**config.mk**
```make
export PLATFORM = sky130hd
export DESIGN_NAME = mod_mul_ctrl_flat
export DESIGN_NICKNAME = d
export VERILOG_FILES = /design/src/rtl/mod_mul_ctrl_if.sv /design/src/rtl/mod_mul_ctrl.sv /design/src/flat_wrapper.sv
export SDC_FILE = /design/constraint.sdc
export NUM_CORES = 1
export LEC_CHECK = 0
export CAP_MARGIN = 20
export CORE_AREA = 2 2 253 255
export CTS_CLUSTER_SIZE = 14
export DETAILED_ROUTE_END_ITERATION = 7
export DIE_AREA = 0 0 255 257
export HOLD_SLACK_MARGIN = 0.15
export MAX_ROUTING_LAYER = met4
export PLACE_DENSITY = 0.7
export SETUP_SLACK_MARGIN = 0.5
export SYNTH_ARGS = -nofsm -noshare
export SYNTH_HDL_FRONTEND = slang
export SYNTH_SLANG_ARGS = --single-unit
```
**constraint.sdc**
```tcl
create_clock -name clk -period 4.4 [get_ports clk]
set_clock_uncertainty 0.1 [all_clocks]
set_input_delay 0.66 -clock clk [delete_from_list [all_inputs] [get_ports clk]]
set_output_delay 0.66 -clock clk [all_outputs]
set_load 0.005 [all_outputs]
```
**src/rtl/mod_mul_ctrl_if.sv**
```systemverilog
// Stream bundle around mod_mul_ctrl: operand inputs, modulo-core initiator side, result output.
// The slave modport is the multiplier block; master is its surrounding environment.
interface mod_mul_ctrl_if #(
    parameter int SIZE = 128
);
    localparam int HALF = SIZE / 2;

    logic [HALF-1:0] input_a_tdata;
    logic            input_a_tvalid;
    logic            input_a_tready;
    logic [HALF-1:0] input_b_tdata;
    logic            input_b_tvalid;
    logic            input_b_tready;
    logic [HALF-1:0] input_modulus_tdata;
    logic            input_modulus_tvalid;
    logic            input_modulus_tready;

    logic [SIZE-1:0] mod_dividen_tdata;
    logic            mod_dividen_tvalid;
    logic            mod_dividen_tready;
    logic [SIZE-1:0] mod_divisor_tdata;
    logic            mod_divisor_tvalid;
    logic            mod_divisor_tready;
    logic [SIZE-1:0] mod_result_tdata;
    logic            mod_result_tvalid;
    logic            mod_result_tready;

    logic [HALF-1:0] output_tdata;
    logic            output_tvalid;
    logic            output_tready;

    modport slave (
        input  input_a_tdata, input_a_tvalid,
        output input_a_tready,
        input  input_b_tdata, input_b_tvalid,
        output input_b_tready,
        input  input_modulus_tdata, input_modulus_tvalid,
        output input_modulus_tready,
        output mod_dividen_tdata, mod_dividen_tvalid,
        input  mod_dividen_tready,
        output mod_divisor_tdata, mod_divisor_tvalid,
        input  mod_divisor_tready,
        input  mod_result_tdata, mod_result_tvalid,
        output mod_result_tready,
        output output_tdata, output_tvalid,
        input  output_tready
    );

    modport master (
        output input_a_tdata, input_a_tvalid,
        input  input_a_tready,
        output input_b_tdata, input_b_tvalid,
        input  input_b_tready,
        output input_modulus_tdata, input_modulus_tvalid,
        input  input_modulus_tready,
        input  mod_dividen_tdata, mod_dividen_tvalid,
        output mod_dividen_tready,
        input  mod_divisor_tdata, mod_divisor_tvalid,
        output mod_divisor_tready,
        output mod_result_tdata, mod_result_tvalid,
        input  mod_result_tready,
        input  output_tdata, output_tvalid,
        output output_tready
    );
endinterface

```
**src/rtl/mod_mul_ctrl.sv**
```systemverilog
// Modular multiplier front-end: captures a, b, n, forms a*b by shift-add, hands (p, n)
// to the external modulo core and returns the remainder on its own output stream.
module mod_mul_ctrl #(
    parameter int SIZE = 128
) (
    input  logic          clk,
    input  logic          rst,
    mod_mul_ctrl_if.slave bus
);
    localparam int HALF = SIZE / 2;
    localparam int CW   = $clog2(HALF) + 1;

    typedef enum logic [2:0] {
        S_IDLE,
        S_MUL,
        S_SEND,
        S_WAIT,
        S_ZERO,
        S_OUT
    } state_t;

    state_t          r_state;
    state_t          w_next;

    logic            r_have_a;
    logic            r_have_b;
    logic            r_have_n;
    logic [SIZE-1:0] r_mcand;
    logic [HALF-1:0] r_mplier;
    logic [HALF-1:0] r_n;
    logic [SIZE-1:0] r_acc;
    logic [CW-1:0]   r_cnt;
    logic            r_div_pend;
    logic            r_dvs_pend;
    logic [HALF-1:0] r_out;

    logic            w_a_ready;
    logic            w_b_ready;
    logic            w_n_ready;
    logic            w_div_valid;
    logic            w_dvs_valid;
    logic            w_res_ready;
    logic            w_out_valid;

    logic            w_hs_a;
    logic            w_hs_b;
    logic            w_hs_n;
    logic            w_hs_div;
    logic            w_hs_dvs;
    logic            w_hs_res;
    logic            w_hs_out;

    logic            w_all_captured;
    logic [HALF-1:0] w_n_val;
    logic            w_unused;

    // In IDLE an uncaptured operand's ready is 1, so its valid alone means it lands this edge.
    assign w_all_captured = (r_have_a | bus.input_a_tvalid) &
                            (r_have_b | bus.input_b_tvalid) &
                            (r_have_n | bus.input_modulus_tvalid);
    assign w_n_val        = r_have_n ? r_n : bus.input_modulus_tdata;

    always_comb begin
        w_next      = r_state;
        w_a_ready   = 1'b0;
        w_b_ready   = 1'b0;
        w_n_ready   = 1'b0;
        w_div_valid = 1'b0;
        w_dvs_valid = 1'b0;
        w_res_ready = 1'b0;
        w_out_valid = 1'b0;

        case (r_state)
            S_IDLE: begin
                w_a_ready = ~r_have_a;
                w_b_ready = ~r_have_b;
                w_n_ready = ~r_have_n;
                if (w_all_captured) begin
                    w_next = (w_n_val == '0) ? S_ZERO : S_MUL;
                end
            end
            S_MUL: begin
                if (r_cnt == CW'(HALF - 1)) begin
                    w_next = S_SEND;
                end
            end
            S_SEND: begin
                w_div_valid = r_div_pend;
                w_dvs_valid = r_dvs_pend;
                if ((~r_div_pend | bus.mod_dividen_tready) &&
                    (~r_dvs_pend | bus.mod_divisor_tready)) begin
                    w_next = S_WAIT;
                end
            end
            S_WAIT: begin
                w_res_ready = 1'b1;
                if (bus.mod_result_tvalid) begin
                    w_next = S_OUT;
                end
            end
            S_ZERO: begin
                w_next = S_OUT;
            end
            S_OUT: begin
                w_out_valid = 1'b1;
                if (bus.output_tready) begin
                    w_next = S_IDLE;
                end
            end
            default: begin
                w_next = S_IDLE;
            end
        endcase

        if (rst) begin
            w_a_ready   = 1'b0;
            w_b_ready   = 1'b0;
            w_n_ready   = 1'b0;
            w_div_valid = 1'b0;
            w_dvs_valid = 1'b0;
            w_res_ready = 1'b0;
            w_out_valid = 1'b0;
        end
    end

    assign w_hs_a   = w_a_ready & bus.input_a_tvalid;
    assign w_hs_b   = w_b_ready & bus.input_b_tvalid;
    assign w_hs_n   = w_n_ready & bus.input_modulus_tvalid;
    assign w_hs_div = w_div_valid & bus.mod_dividen_tready;
    assign w_hs_dvs = w_dvs_valid & bus.mod_divisor_tready;
    assign w_hs_res = w_res_ready & bus.mod_result_tvalid;
    assign w_hs_out = w_out_valid & bus.output_tready;

    always_ff @(posedge clk) begin
        if (rst) begin
            r_state    <= S_IDLE;
            r_have_a   <= 1'b0;
            r_have_b   <= 1'b0;
            r_have_n   <= 1'b0;
            r_mcand    <= '0;
            r_mplier   <= '0;
            r_n        <= '0;
            r_acc      <= '0;
            r_cnt      <= '0;
            r_div_pend <= 1'b0;
            r_dvs_pend <= 1'b0;
            r_out      <= '0;
        end else begin
            r_state <= w_next;

            if (w_hs_a) begin
                r_mcand  <= SIZE'(bus.input_a_tdata);
                r_have_a <= 1'b1;
            end
            if (w_hs_b) begin
                r_mplier <= bus.input_b_tdata;
                r_have_b <= 1'b1;
            end
            if (w_hs_n) begin
                r_n      <= bus.input_modulus_tdata;
                r_have_n <= 1'b1;
            end

            case (r_state)
                S_IDLE: begin
                    r_acc <= '0;
                    r_cnt <= '0;
                end
                S_MUL: begin
                    // Multiplicand shifts left as the multiplier shifts right: bit i adds a<<i.
                    if (r_mplier[0]) begin
                        r_acc <= r_acc + r_mcand;
                    end
                    r_mcand  <= r_mcand << 1;
                    r_mplier <= r_mplier >> 1;
                    r_cnt    <= r_cnt + 1'b1;
                    if (w_next == S_SEND) begin
                        r_div_pend <= 1'b1;
                        r_dvs_pend <= 1'b1;
                    end
                end
                S_SEND: begin
                    if (w_hs_div) begin
                        r_div_pend <= 1'b0;
                    end
                    if (w_hs_dvs) begin
                        r_dvs_pend <= 1'b0;
                    end
                end
                S_WAIT: begin
                    if (w_hs_res) begin
                        r_out <= bus.mod_result_tdata[HALF-1:0];
                    end
                end
                S_ZERO: begin
                    r_out <= '0;
                end
                S_OUT: begin
                    if (w_hs_out) begin
                        r_have_a <= 1'b0;
                        r_have_b <= 1'b0;
                        r_have_n <= 1'b0;
                    end
                end
                default: begin
                end
            endcase
        end
    end

    assign bus.input_a_tready       = w_a_ready;
    assign bus.input_b_tready       = w_b_ready;
    assign bus.input_modulus_tready = w_n_ready;
    assign bus.mod_dividen_tdata    = r_acc;
    assign bus.mod_dividen_tvalid   = w_div_valid;
    assign bus.mod_divisor_tdata    = SIZE'(r_n);
    assign bus.mod_divisor_tvalid   = w_dvs_valid;
    assign bus.mod_result_tready    = w_res_ready;
    assign bus.output_tdata         = r_out;
    assign bus.output_tvalid        = w_out_valid;

    // A valid remainder is below n, so the upper half of the result word carries nothing.
    assign w_unused = ^bus.mod_result_tdata[SIZE-1:HALF];
endmodule

```
**src/flat_wrapper.sv**
```systemverilog
// flat-port wrapper written by rule: the top's interface ports become plain ports
module mod_mul_ctrl_flat 
#(
    parameter int SIZE = 128
)
  (clk, rst, bus_input_a_tdata, bus_input_a_tvalid, bus_input_a_tready, bus_input_b_tdata, bus_input_b_tvalid, bus_input_b_tready, bus_input_modulus_tdata, bus_input_modulus_tvalid, bus_input_modulus_tready, bus_mod_dividen_tdata, bus_mod_dividen_tvalid, bus_mod_dividen_tready, bus_mod_divisor_tdata, bus_mod_divisor_tvalid, bus_mod_divisor_tready, bus_mod_result_tdata, bus_mod_result_tvalid, bus_mod_result_tready, bus_output_tdata, bus_output_tvalid, bus_output_tready);
  mod_mul_ctrl_if #(.SIZE(SIZE)) bus_i ();
  input  logic clk;
  input  logic rst;
  input wire logic [$bits(bus_i.input_a_tdata)-1:0] bus_input_a_tdata;
  input wire logic [$bits(bus_i.input_a_tvalid)-1:0] bus_input_a_tvalid;
  output wire logic [$bits(bus_i.input_a_tready)-1:0] bus_input_a_tready;
  input wire logic [$bits(bus_i.input_b_tdata)-1:0] bus_input_b_tdata;
  input wire logic [$bits(bus_i.input_b_tvalid)-1:0] bus_input_b_tvalid;
  output wire logic [$bits(bus_i.input_b_tready)-1:0] bus_input_b_tready;
  input wire logic [$bits(bus_i.input_modulus_tdata)-1:0] bus_input_modulus_tdata;
  input wire logic [$bits(bus_i.input_modulus_tvalid)-1:0] bus_input_modulus_tvalid;
  output wire logic [$bits(bus_i.input_modulus_tready)-1:0] bus_input_modulus_tready;
  output wire logic [$bits(bus_i.mod_dividen_tdata)-1:0] bus_mod_dividen_tdata;
  output wire logic [$bits(bus_i.mod_dividen_tvalid)-1:0] bus_mod_dividen_tvalid;
  input wire logic [$bits(bus_i.mod_dividen_tready)-1:0] bus_mod_dividen_tready;
  output wire logic [$bits(bus_i.mod_divisor_tdata)-1:0] bus_mod_divisor_tdata;
  output wire logic [$bits(bus_i.mod_divisor_tvalid)-1:0] bus_mod_divisor_tvalid;
  input wire logic [$bits(bus_i.mod_divisor_tready)-1:0] bus_mod_divisor_tready;
  input wire logic [$bits(bus_i.mod_result_tdata)-1:0] bus_mod_result_tdata;
  input wire logic [$bits(bus_i.mod_result_tvalid)-1:0] bus_mod_result_tvalid;
  output wire logic [$bits(bus_i.mod_result_tready)-1:0] bus_mod_result_tready;
  output wire logic [$bits(bus_i.output_tdata)-1:0] bus_output_tdata;
  output wire logic [$bits(bus_i.output_tvalid)-1:0] bus_output_tvalid;
  input wire logic [$bits(bus_i.output_tready)-1:0] bus_output_tready;
  assign bus_i.input_a_tdata = bus_input_a_tdata;
  assign bus_i.input_a_tvalid = bus_input_a_tvalid;
  assign bus_input_a_tready = bus_i.input_a_tready;
  assign bus_i.input_b_tdata = bus_input_b_tdata;
  assign bus_i.input_b_tvalid = bus_input_b_tvalid;
  assign bus_input_b_tready = bus_i.input_b_tready;
  assign bus_i.input_modulus_tdata = bus_input_modulus_tdata;
  assign bus_i.input_modulus_tvalid = bus_input_modulus_tvalid;
  assign bus_input_modulus_tready = bus_i.input_modulus_tready;
  assign bus_mod_dividen_tdata = bus_i.mod_dividen_tdata;
  assign bus_mod_dividen_tvalid = bus_i.mod_dividen_tvalid;
  assign bus_i.mod_dividen_tready = bus_mod_dividen_tready;
  assign bus_mod_divisor_tdata = bus_i.mod_divisor_tdata;
  assign bus_mod_divisor_tvalid = bus_i.mod_divisor_tvalid;
  assign bus_i.mod_divisor_tready = bus_mod_divisor_tready;
  assign bus_i.mod_result_tdata = bus_mod_result_tdata;
  assign bus_i.mod_result_tvalid = bus_mod_result_tvalid;
  assign bus_mod_result_tready = bus_i.mod_result_tready;
  assign bus_output_tdata = bus_i.output_tdata;
  assign bus_output_tvalid = bus_i.output_tvalid;
  assign bus_i.output_tready = bus_output_tready;
  mod_mul_ctrl #(.SIZE(SIZE)) u_core (.clk(clk), .rst(rst), .bus(bus_i));
endmodule
```
==> qor.csv <==
metric;value;unit
worstPathMaxFanout;3;
synth_ff_type;dfxtp_1;
dp_hpwl;69.8;mm
fmax;0.263;GHz
cp_cell_sequence;ha_2 > inv_1 > fa_2 > nor2b_2 > o2111ai_2 > a311oi_2 > o211ai_1 > buf_4 > a2111oi_4 > or3_4 > nand2_1 > o21bai_1 > a21oi_2 > o21ai_0 > xor2_1 > a22o_1;
vias_per_cell;5.64;
clk_transition_reported_paths;0.06;ns
cellLeakagePower;12.8;nW
swShare;26.4;%
crit_path_end_kind;flip-flop;
syn_inst;3513;
fin_crit_sh;86.5;%
final_max_slew_viol_count;0;
die-area;65500;sq um
path_buf_inv;2;
syn_area;26200;sq um
place_congestion;0.984;
drtIter0Drc;2317;
syn_area_per_cell;7.45;sq um
io_pins;656;
outcome;finished clean;
drive_gt1_share;5.79;%
ys_seq_area_share;35.4;%
placed_cell_area;31700;sq um
stdcell_area;34100;sq um
intPower;0.00778;W
slowest_stage;a311oi_2;
ys_seq_elements;463;
p_seq_share;42.7;%
synth_area_leader_cell;dfxtp_1;
wl_per_cell;19.6;um
ys_top_cells_by_area;dfxtp_1 (35%), nand2_1 (9.9%), a21oi_1 (7.7%);
clkPwrFrac;44.6;%
yosysWarningCount;0;
cts_max_level;2;
post-route-drc-count;0;
detail-route-antenna-nets;0;
grt_max_degree;178;
area_delta_synth_final;30.2;%
critPathArrivalTime;4.22;ns
r2r-end;u_core.bus.mod_dividen_tdata[60];
crit_path_max_incr_delay;0.38;ns
layout_commonest_cell;nand2_1;
wl;93.9;mm
cts_tree;built;
grtUsageTotal;28.4;%
path_class;reg2reg;
grt_pass1_vias;24973;
dr.pass1.iters;6;
worstPathRequired;4.81;ns
setup_violations;0;
antenna_found_initial;11;
grt_pass1_wl;144;mm
worstSkewPairLatency;0.62;ns
r2r_start;u_core.bus.mod_dividen_tdata[0];
reg2reg_depth;16;
fin_hold_ws;0.356;ns
power.net_switching;0.00280;W
reg2reg_slack;0.59;ns
crit_path_start_kind;flip-flop;
die_w;255;um
most-common-layout-cells;nand2_1 (684), clkdlybuf4s50_1 (525), dfxtp_1 (461), a21oi_1 (400), nor2_1 (292);
yosysTopAreaCellShare;35.4;%
tightest_slew;1.06;ns
coreArea;62700;sq um
rsz0062_at_grt;yes;
cts_made_buffers;54;
initial_utilization;41.7;%
hold_viol;0;
period_needed;3.81;ns
cts.sinks;463;
numPortBuffers;527;
cpLargestDelayFamily;compound AO/OA/AOI/OAI gates;
hp-class;reg2reg;
vias;27030;
grt-ovfl-total;0;
setup_tns;0;ns
synthDistinctLibCells;74;
power_frac_comb;12.7;%
ir_drop;0.288;mV
min_from;u_core.bus.output_tdata[33];
clock_path_buffers;3;
dieHeight;257;um
hold_path_depth;2;
rows;92;
max_slew_margin;28.5;%
synth_enable_flop_cells;0;
min_to;u_core.bus.output_tdata[33];
synthArstFlopShare;0;%
cts_root_buffer;clkbuf_16;
max_cap_viol_count;0;
nets;4350;
p_per_area;311;nW/um^2
## timing repair
item	4_1_cts	5_1_grt
setup endpoints to repair	30	35
pin swaps	9	22
hold buffers	0	0
gates resized for setup	22	49
buffers inserted	5	10
## per-stage QoR
| stage | std cells | util (%) | setup slack (ns) | power (W) |
|---|---|---|---|---|
| floorplan | 3576 | - | 0.952 | 0.00536 |
| detailed placement | 4667 | 50.5 | 0.0927 | 0.00592 |
| finish | 4792 | 54.3 | 0.593 | 0.0106 |
| CTS | 4771 | 53.7 | 0.485 | 0.0106 |
| global placement | 4667 | 50.5 | 0.137 | 0.00591 |
| global route | 4792 | 54.3 | 0.468 | 0.0110 |
## power by group through the flow
stage,clock (W),combinational [W],sequential [W]
final,0.00472,0.00134,0.00452
after global routing,0.00495,0.00147,0.00454
after CTS,0.00479,0.00132,0.00451
after detailed placement,0,0.00131,0.00460
after global placement,0,0.00131,0.00460
after floorplan,0,0.000799,0.00456
## cell families (layout without fill, tap and decap cells)
group           count (synthesis)  count (layout)  share of synthesized area, %
compound gates               1008            1008                          24.3
xor+xnor                      114             114                          3.82
fa+ha+maj                     129             129                          6.20
buf+inv                       368             727                          6.23
flops                         463             463                          35.4
mux                             7               7                         0.273
other cells                     1              75                        0.0143
simple gates                 1423            1423                          23.7
## how the worst max path moves through the flow
stage / start / to / depth (start not counted)
after global placement: u_core.bus.mod_dividen_tdata[0] / u_core.bus.mod_dividen_tdata[120] / 15
after CTS: u_core.bus.mod_dividen_tdata[0] / u_core.bus.mod_dividen_tdata[86] / 15
after floorplan: u_core.bus.mod_dividen_tdata[15] / u_core.bus.mod_dividen_tdata[127] / 13
after global routing: u_core.r_mcand[0] / u_core.bus.mod_dividen_tdata[82] / 16
after detailed placement: u_core.bus.mod_dividen_tdata[0] / u_core.bus.mod_dividen_tdata[120] / 15
final: u_core.bus.mod_dividen_tdata[0] / u_core.bus.mod_dividen_tdata[60] / 16
## tightest hold or removal path, stage by stage (launching register included)
cell	delay, ns
dfxtp_1	0.31
nand2_1	0.05
a21oi_1	0.05
## flip-flops by register name (all words and copies together), names as in the netlist
name	flops
u_core.bus.mod_dividen_tdata	128
u_core.bus.output_tdata	64
u_core.r_cnt	7
u_core.r_div_pend	1
u_core.r_dvs_pend	1
u_core.r_have_a	1
u_core.r_have_b	1
u_core.r_have_n	1
u_core.r_mcand	128
u_core.r_mplier	64
u_core.r_n	64
u_core.r_state	3
## per-layer routing
layer  routed length (um)  global-route usage (%)  up-vias
li1                     -                       -    13113
met1                41400                    37.8    12828
met2                41800                    42.8      927
met3                 7970                    6.92      162
met4                 2660                    7.91        0
met5                    0                       -        -
## area by class of cell
type / instances / area [sq um]
sequential: 463 / 9270
inverter: 46 / 173
fill: 5987 / 28700
antenna: 11 / 27.5
multi-input combinational: 2745 / 15900
clock inverter: 20 / 277
tap: 846 / 1060
timing repair buffer: 582 / 5760
clock buffer: 79 / 1580
## Yosys cell counts, types with 23 or more instances
library cell	number
nand2b_1	23
xnor2_1	76
buf_1	27
buf_4	65
a31oi_1	33
a311oi_1	127
ha_1	128
o21ai_0	160
a21oi_1	404
nand2_1	689
dfxtp_1	463
inv_1	46
a21o_1	86
nand4_1	56
clkbuf_1	226
nor3_1	33
nand3_1	209
nor4_1	28
o21bai_1	31
nor2_1	295
xor2_1	38
a22oi_1	40
Note: power is estimated with default switching activity, not from simulation.
